==> src/rtl/uart_rx.sv <==
// UART receiver (8N1, LSB first) with a go/acknowledge handshake toward the I/O block.
// Optional stop-bit framing check enabled by defining UART_RX_FRAMING_CHECK_EN.
module uart_rx #(
    parameter int ClockFrequencyHz = 20_250_000,
    parameter int BaudRate         = 9600
) (
    input  logic       clk,
    input  logic       rst_n,
    input  logic       rx,
    input  logic       go,
    output logic [7:0] data,
    output logic       data_ready
);

    // state      | meaning
    // IDLE       | line idle, waiting for a start edge while go=1
    // START_BIT  | timing to the middle of the start bit to reject glitches
    // DATA_BITS  | sampling 8 data bits at mid-bit, shifting in LSB first
    // STOP_BIT   | timing to the middle of the stop bit
    // WAIT_ACK   | byte held with data_ready=1 until go drops
    // BREAK_WAIT | framing error seen; waiting for the line to return high

    localparam int BitDuration = ClockFrequencyHz / BaudRate;  // must be >= 8
    localparam int TimerWidth  = $clog2(BitDuration) + 1;

    localparam logic [TimerWidth-1:0] HalfLoad = TimerWidth'(BitDuration / 2 - 1);
    localparam logic [TimerWidth-1:0] FullLoad = TimerWidth'(BitDuration - 1);
    localparam logic [TimerWidth-1:0] TimerOne = TimerWidth'(1);

    typedef enum logic [2:0] {
        IDLE,
        START_BIT,
        DATA_BITS,
        STOP_BIT,
        WAIT_ACK,
        BREAK_WAIT
    } state_t;

    state_t                  state;
    logic [TimerWidth-1:0]   timer;
    logic [3:0]              bit_count;
    logic                    rx_meta;
    logic                    rx_s;

    always_ff @(posedge clk or negedge rst_n) begin
        if (!rst_n) begin
            state      <= IDLE;
            timer      <= '0;
            bit_count  <= 4'd0;
            rx_meta    <= 1'b1;
            rx_s       <= 1'b1;
            data       <= 8'h00;
            data_ready <= 1'b0;
        end else begin
            rx_meta <= rx;
            rx_s    <= rx_meta;
            case (state)
                IDLE: begin
                    if (go && !rx_s) begin
                        timer <= HalfLoad;
                        state <= START_BIT;
                    end
                end
                START_BIT: begin
                    if (timer != '0) begin
                        timer <= timer - TimerOne;
                    end else if (!rx_s) begin
                        timer     <= FullLoad;
                        bit_count <= 4'd0;
                        data      <= 8'h00;
                        state     <= DATA_BITS;
                    end else begin
                        state <= IDLE;
                    end
                end
                DATA_BITS: begin
                    if (timer != '0) begin
                        timer <= timer - TimerOne;
                    end else begin
                        data      <= {rx_s, data[7:1]};
                        bit_count <= bit_count + 4'd1;
                        timer     <= FullLoad;
                        if (bit_count == 4'd7) begin
                            state <= STOP_BIT;
                        end
                    end
                end
                STOP_BIT: begin
                    if (timer != '0) begin
                        timer <= timer - TimerOne;
                    end else begin
`ifdef UART_RX_FRAMING_CHECK_EN
                        if (!rx_s) begin
                            state <= BREAK_WAIT;
                        end else begin
                            data_ready <= 1'b1;
                            state      <= WAIT_ACK;
                        end
`else
                        data_ready <= 1'b1;
                        state      <= WAIT_ACK;
`endif
                    end
                end
                WAIT_ACK: begin
                    if (!go) begin
                        data_ready <= 1'b0;
                        state      <= IDLE;
                    end
                end
                BREAK_WAIT: begin
                    if (rx_s) begin
                        state <= IDLE;
                    end
                end
                default: begin
                    state <= IDLE;
                end
            endcase
        end
    end

endmodule

==> config.mk <==
export PLATFORM = sky130hd
export DESIGN_NAME = uart_rx
export DESIGN_NICKNAME = d
export VERILOG_FILES = /design/src/rtl/uart_rx.sv
export SDC_FILE = /design/constraint.sdc
export NUM_CORES = 1
export LEC_CHECK = 0
export ABC_AREA = 1
export BUFFER_PORTS_ARGS = -buffer_cell sky130_fd_sc_hd__buf_2
export CORE_MARGIN = 8
export CORE_UTILIZATION = 62
export CTS_BUF_LIST = sky130_fd_sc_hd__clkbuf_4 sky130_fd_sc_hd__clkbuf_8
export CTS_CLUSTER_SIZE = 20
export DETAILED_ROUTE_END_ITERATION = 7
export PLACE_DENSITY = 0.8
export SLEW_MARGIN = 20
export SYNTH_ARGS = -nofsm -noshare
export SYNTH_HDL_FRONTEND = slang
export SYNTH_SLANG_ARGS = --single-unit
==> constraint.sdc <==
create_clock -name clk -period 2.05 [get_ports clk]
set_input_delay 0.41 -clock clk [delete_from_list [all_inputs] [get_ports clk]]
set_output_delay 0.41 -clock clk [all_outputs]
set_load 0.05 [all_outputs]
==> flow_summary.json, run 1 <==
{
  "fin_crit_sh_pct": 81.08,
  "fill_cells": 240,
  "start_util_pct": 63.70,
  "most-common-layout-cells": "nand2_1, dfrtp_1, nor2_1, inv_1, nand3_1",
  "areaGrowthSynthToFinish_pct": 8.443,
  "grt_usage_pct": 15.57,
  "clkLatencyLatePin_ns": 0.34,
  "die_width_um": 71.31,
  "avgSynthCellArea_um2": 7.679,
  "end_kind": "register",
  "gp_congestion": 1.024,
  "seq_area_frac_synth_pct": 41.03,
  "drtIter0Drc": 98,
  "arrival_ns": 1.90,
  "setup_violations": 0,
  "crit_path_cell_trace": "inv_1 -> ha_1 -> nand2_1 -> nor2_4 -> nand3_2 -> inv_2 -> nand2_4 -> nand2_1 -> o21ai_2",
  "synth_edf_count": 0,
  "clk_pin_slew_ns": 0.10,
  "die_area_um2": 5085,
  "overflow": 0,
  "coreArea_um2": 2978,
  "top_layer": "met4",
  "post-route-min-period_ns": 1.662,
  "crit_path_max_fanout": 18,
  "finalInstanceArea_um2": 2057,
  "critPathMaxStageDelay_ns": 0.40,
  "grt_pass1_vias": 1407,
  "clock.fmax_mhz": 601.6,
  "ir_worst_vdd_v": 0.0007571,
  "critical_path_class": "register to register",
  "power_leakage_uw": 0.001029,
  "place_hpwl_um": 2745,
  "ant_nets": 0,
  "diodes": 0,
  "postPlaceCellArea_um2": 1971,
  "finalMaxSlewViolations": 0,
  "synth-seq-cells": 31,
  "tightest_slew_ns": 0.6502,
  "cts_root_buf": "clkbuf_4",
  "grt_start_max_net_pins": 32,
  "cpMaxStageDelayCell": "dfrtp_1",
  "drv_cap": 0,
  "synth_flop_cell": "dfrtp_1",
  "met3WireLength_um": 213,
  "rsz0062_at_grt": "false",
  "cp-start-kind": "register",
  "nets": 270,
  "synthArstFlopShare_pct": 100.0,
  "hold_viol": 0,
  "drive_above_1_share_pct": 22.35,
  "p_per_area_nw_per_um2": 1098,
  "antenna_found_initial": 0,
  "grt_first_pass_wirelength_um": 6334,
  "rrSetupSlack_ns": 0.39,
  "fp.dieH_um": 71.31,
  "cts_tree": "done",
  "yosysWarnings": 0,
  "cts_setup_buffers": 0,
  "first_pass_iters": 4,
  "ctsHoldBuffers": 0,
  "min-delay-path-class": "input pin to async pin",
  "finalWirelength_um": 3722,
  "synth_fp_nets": 254,
  "rows": 20,
  "wl_met2_um": 1725,
  "fin_tns_setup_ns": 0,
  "drt-met1-wl_um": 1757,
  "final.setup_skew_ns": 0.01034,
  "synth_cell_types": 31,
  "h-tree-depth": 2,
  "wl_per_cell_um": 12.53,
  "synth_area_um2": 1897,
  "cpMostUsedCell": "nand2_1",
  "vias_per_cell": 5.313,
  "mostFrequentLayoutCell": "nand2_1",
  "critical_path_required_ns": 2.29,
  "slew_headroom_pct": 56.65,
  "syn_inst": 247,
  "cts.sink_count": 31,
  "drc": 0,
  "outcome": "finished clean",
  "cts_max_path_buffers": 2,
  "ios": 13,
  "cts_buffers": 5,
  "cts_resized": 0,
  "vias": 1578,
  "numPortBuffers": 12
}
registers in the layout, indices dropped and copies added (netlist names):
signal and cells:
timer 13, data 8, bit_count 4, state 3, data_ready 1, rx_meta 1
rx_s 1
worst paths after layout:
check                         start       end  depth (start not counted)
max                        timer[0]   data[0]                          9
min                           rst_n  timer[7]                          1
max reg2reg                timer[0]   data[0]                          9
min reg2reg                 rx_meta      rx_s                          0
max in group asynchronous     rst_n   data[2]                          1
min in group clk                 rx   rx_meta                          1
through the flow:
step	power [µW]	util [%]	hold slack, ns	cells	setup slack, ns
after global placement	1734	66.18	0.3537	289	0.4857
after detailed placement	1749	66.18	0.3535	289	0.3916
after global routing	2409	69.08	0.1406	297	0.2616
after floorplan	1569	-	0.1144	247	0.5290
final	2259	69.08	0.07427	297	0.3878
after CTS	2262	69.08	0.09604	297	0.3804
synth_stat cells, types with 3 or more instances:
cell type   n  area, µm²
nor2_1     26      97.59
o21ai_1    12      60.06
o21ai_2    10      87.58
nand4_1     5      31.28
inv_1      24      90.09
nand3b_1    3      22.52
nand3_1    14      70.07
nor2_4      3      33.78
o21ai_0     5      25.02
nand2_1    78      292.8
ha_1        3      37.54
inv_2       3      11.26
dfrtp_1    29      725.7
nand2_2     7      43.79
nor2_2      4      25.02
critical path: cells and delay by family (launching register included):
family,cells,cell delay [ns]
AOI/OAI and AO/OA,1,0.06
adders and majority gates,1,0.18
buffers and inverters,2,0.24
and+or+nand+nor,5,0.68
DFF,1,0.40
cell families (layout without fill, tap and decap cells):
family	after synthesis	after routing	share of synthesized area, %
AOI/OAI and AO/OA	33	33	12.01
buffers and inverters	31	48	7.124
adders and majority gates	3	3	1.979
and+or+nand+nor	147	147	36.94
xor gates and xnor gates	2	2	0.9237
DFF	31	31	41.03
cell type report:
type                            count  area (µm²)  share of cell area [%]
Clock inverter                      2       35.03                   1.703
Multi-Input combinational cell    185       983.4                   47.81
Tap cell                           33       41.29                   2.007
Timing Repair Buffer               12       60.06                   2.920
Inverter                           28       107.6                   5.231
Sequential cell                    31       778.2                   37.83
Clock buffer                        6       51.30                   2.494
power by group:
part	internal (µW)	switching [µW]
clock network	288	222
registers	697	95.7
logic	282	674
per-layer routing:
layer	GRT usage, %	vias up
met5	0	-
met1	20.35	721
met4	6.236	0
met2	23.27	34
met3	4.742	2
li1	-	821
Note: power is estimated with default switching activity, not from simulation.
==> run 2, diff against run 1 <==
- ABC_AREA: 1 -> 0
- PLACE_DENSITY: 0.8 -> 0.81
- clock period: 2.05 -> 1.6 ns (I/O delays scaled with it)
==> run 2 against run 1 <==
The flow now finishes with violations (hold timing, setup timing). Final cell count down 3.7%. Total power up 50%. Utilization up 24 points. Synthesized area down 5.9%. Clock skew about the same. Combinational power up 66%. Non-clock buffer count up 58. Critical path type unchanged. Critical endpoint is now data[7]. Largest cell class unchanged.
==> flow_summary.json, run 2 <==
{
  "finalWirelength_um": 7634,
  "die_area_um2": 4850,
  "drc": 0,
  "cts_buffers": 5,
  "die_width_um": 69.65,
  "h-tree-depth": 2,
  "diodes": 0,
  "synth_fp_nets": 191,
  "place_hpwl_um": 3816,
  "synth_area_um2": 1784,
  "grt_first_pass_wirelength_um": 10720,
  "end_kind": "register",
  "wl_per_cell_um": 26.69,
  "min-delay-path-class": "input pin to async pin",
  "avgSynthCellArea_um2": 9.697,
  "gp_congestion": 0.9146,
  "met3WireLength_um": 838,
  "yosys-top-cells-count": "dfrtp_1, nand2_1, inv_1",
  "clk_pin_slew_ns": 0.12,
  "mostFrequentLayoutCell": "buf_4",
  "synth_area_leader_cell": "dfrtp_1",
  "violations": "hold timing, setup timing",
  "grt_pass1_vias": 2075,
  "clock.fmax_mhz": 448.2,
  "cts_tree": "done",
  "grt_start_max_net_pins": 32,
  "synth_flop_cell": "dfrtp_1",
  "cts_max_path_buffers": 2,
  "dp_cells": 271,
  "rsz0062_at_grt": "true",
  "nets": 261,
  "vias_per_cell": 7.601,
  "drv_cap": 0,
  "largest_reg_flops": 13,
  "synth-seq-cells": 31,
  "finalMaxSlewViolations": 0,
  "seq_area_frac_synth_pct": 43.62,
  "p_per_area_nw_per_um2": 1322,
  "tightest_slew_ns": 0.7027,
  "syn_inst": 184,
  "most-common-layout-cells": "buf_4, dfrtp_1, nand2_1, buf_2, inv_1",
  "post-route-min-period_ns": 2.231,
  "synth_most_common_cell": "dfrtp_1",
  "ctsHoldBuffers": 0,
  "setup_violations": 29,
  "fill_cells": 95,
  "multiInputGateArea_um2": 1099,
  "dp_slack_ns": -0.6498,
  "drive_above_1_share_pct": 45.10,
  "yosysWarnings": 0,
  "grt_usage_pct": 27.50,
  "clkLatencyLatePin_ns": 0.37,
  "register_area_um2": 778.2,
  "rows": 19,
  "ios": 13,
  "drtIter0Drc": 396,
  "wl_met2_um": 3553,
  "overflow": 0,
  "synthArstFlopShare_pct": 100.0,
  "hold_viol": 27,
  "start_util_pct": 64.70,
  "ant_nets": 0,
  "top_layer": "met4",
  "vias": 2174,
  "final.setup_skew_ns": 0.009974,
  "arrival_ns": 2.51,
  "final_cells": 286,
  "areaGrowthSynthToFinish_pct": 43.55,
  "first_pass_iters": 5,
  "slew_headroom_pct": 53.15,
  "reg.largest.list": "timer x13, data x8, bit_count x4",
  "yosys.area.top_type_share_pct": 40.67,
  "ir_worst_vdd_v": 0.001772,
  "numPortBuffers": 12,
  "fp.dieH_um": 69.65,
  "critical_path_required_ns": 1.88,
  "outcome": "complete, but fails checks",
  "cp-start-kind": "register",
  "cts.sink_count": 31,
  "worst_slack_ns": -0.6310,
  "power_leakage_uw": 0.001205,
  "antenna_found_initial": 0,
  "crit_path_max_fanout": 7,
  "drt-met1-wl_um": 2603,
  "fin_crit_sh_pct": 139.4,
  "coreArea_um2": 2758,
  "max_flop_register": "timer",
  "critical_path_class": "register to register",
  "whs_ns": -0.02266,
  "synth_top_cells_by_area": "dfrtp_1, mux2i_1, nand2_1",
  "synth_edf_count": 0,
  "cts_root_buf": "clkbuf_4",
  "synth_cell_types": 54
}
[run 2: changes by cell type in the layout (fill, tap and decap cells not counted), sizes merged, moves of 9 or more]
cell	previous run	this run
nor2	33	7
nand3	17	8
o21ai	27	7
inv	28	11
buf	12	70
nand2	87	17
[run 2: report_power, final]
part	total, µW	leakage, µW	switching [µW]	internal (µW)
Clock	704	0.0000482	336	369
Sequential	1090	0.000390	141	948
Combinational	1590	0.000767	854	738
Total	3390	0.00121	1330	2050
[run 2: per-layer routing]
| layer | vias up | GRT usage, % |
|---|---|---|
| met1 | 998 | 30.03 |
| li1 | 850 | - |
| met4 | 0 | 17.19 |
| met5 | - | 0 |
| met3 | 82 | 8.584 |
| met2 | 244 | 45.29 |
[run 2: path summary, 6_finish.rpt]
path                       cells past startpoint      from       end  slack [ns]
max                                            8  timer[1]   data[7]       -0.63
min                                            1     rst_n  state[0]       -0.02
max reg2reg                                    8  timer[1]   data[7]       -0.63
min reg2reg                                    0   rx_meta      rx_s        0.37
max in group asynchronous                      1     rst_n   data[4]        1.16
min in group clk                               1        rx   rx_meta        0.05
[run 2: cell type report]
| cell class | instances | share of cell area [%] |
|---|---|---|
| multi-input cells | 135 | 42.89 |
| flip-flops and latches | 31 | 30.39 |
| repair buffers | 70 | 20.22 |
| clock buffers | 6 | 2.003 |
| inverters | 11 | 1.612 |
| well taps | 31 | 1.514 |
| clock inverters | 2 | 1.368 |
[run 2: kinds of logic (layout without fill, tap and decap cells)]
kind of cell | Yosys count | after routing | synth area share, %
AO/OA/AOI/OAI | 54 | 54 | 23.49
multiplexers | 7 | 7 | 3.927
AND/OR/NAND/NOR | 71 | 71 | 22.58
flip-flops | 31 | 31 | 43.62
buffers and inverters | 18 | 89 | 4.278
adder cells (fa/ha/maj) | 3 | 3 | 2.104
[run 2: repair_timing]
item                                    4_1_cts  5_1_grt
buffers inserted                              4        4
endpoints found under the setup margin       29       29
pin swaps                                     7       14
gates resized for setup                      22       19
gates cloned                                  0        0
[run 2: stage by stage]
step | power (µW) | util, % | instance area [µm²] | hold slack [ns] | setup TNS (ns)
after floorplan | 1647 | - | 1800 | 0.02441 | -7.409
after global routing | 3446 | 92.88 | 2561 | 0.03127 | -16.07
after detailed placement | 2223 | 81.13 | 2237 | 0.3481 | -12.61
after global placement | 2137 | 81.13 | 2237 | 0.3486 | -8.807
final | 3385 | 92.88 | 2561 | -0.02266 | -14.97
after CTS | 3070 | 88.88 | 2451 | 0.01851 | -10.56
[run 2: worst max-delay path: stages (launching register included)]
cell     delay (ns)
dfrtp_1        0.43
inv_2          0.11
ha_4           0.15
or4b_4         0.51
buf_4          0.17
nor4_2         0.16
nand2_1        0.18
buf_6          0.22
mux2i_2        0.21
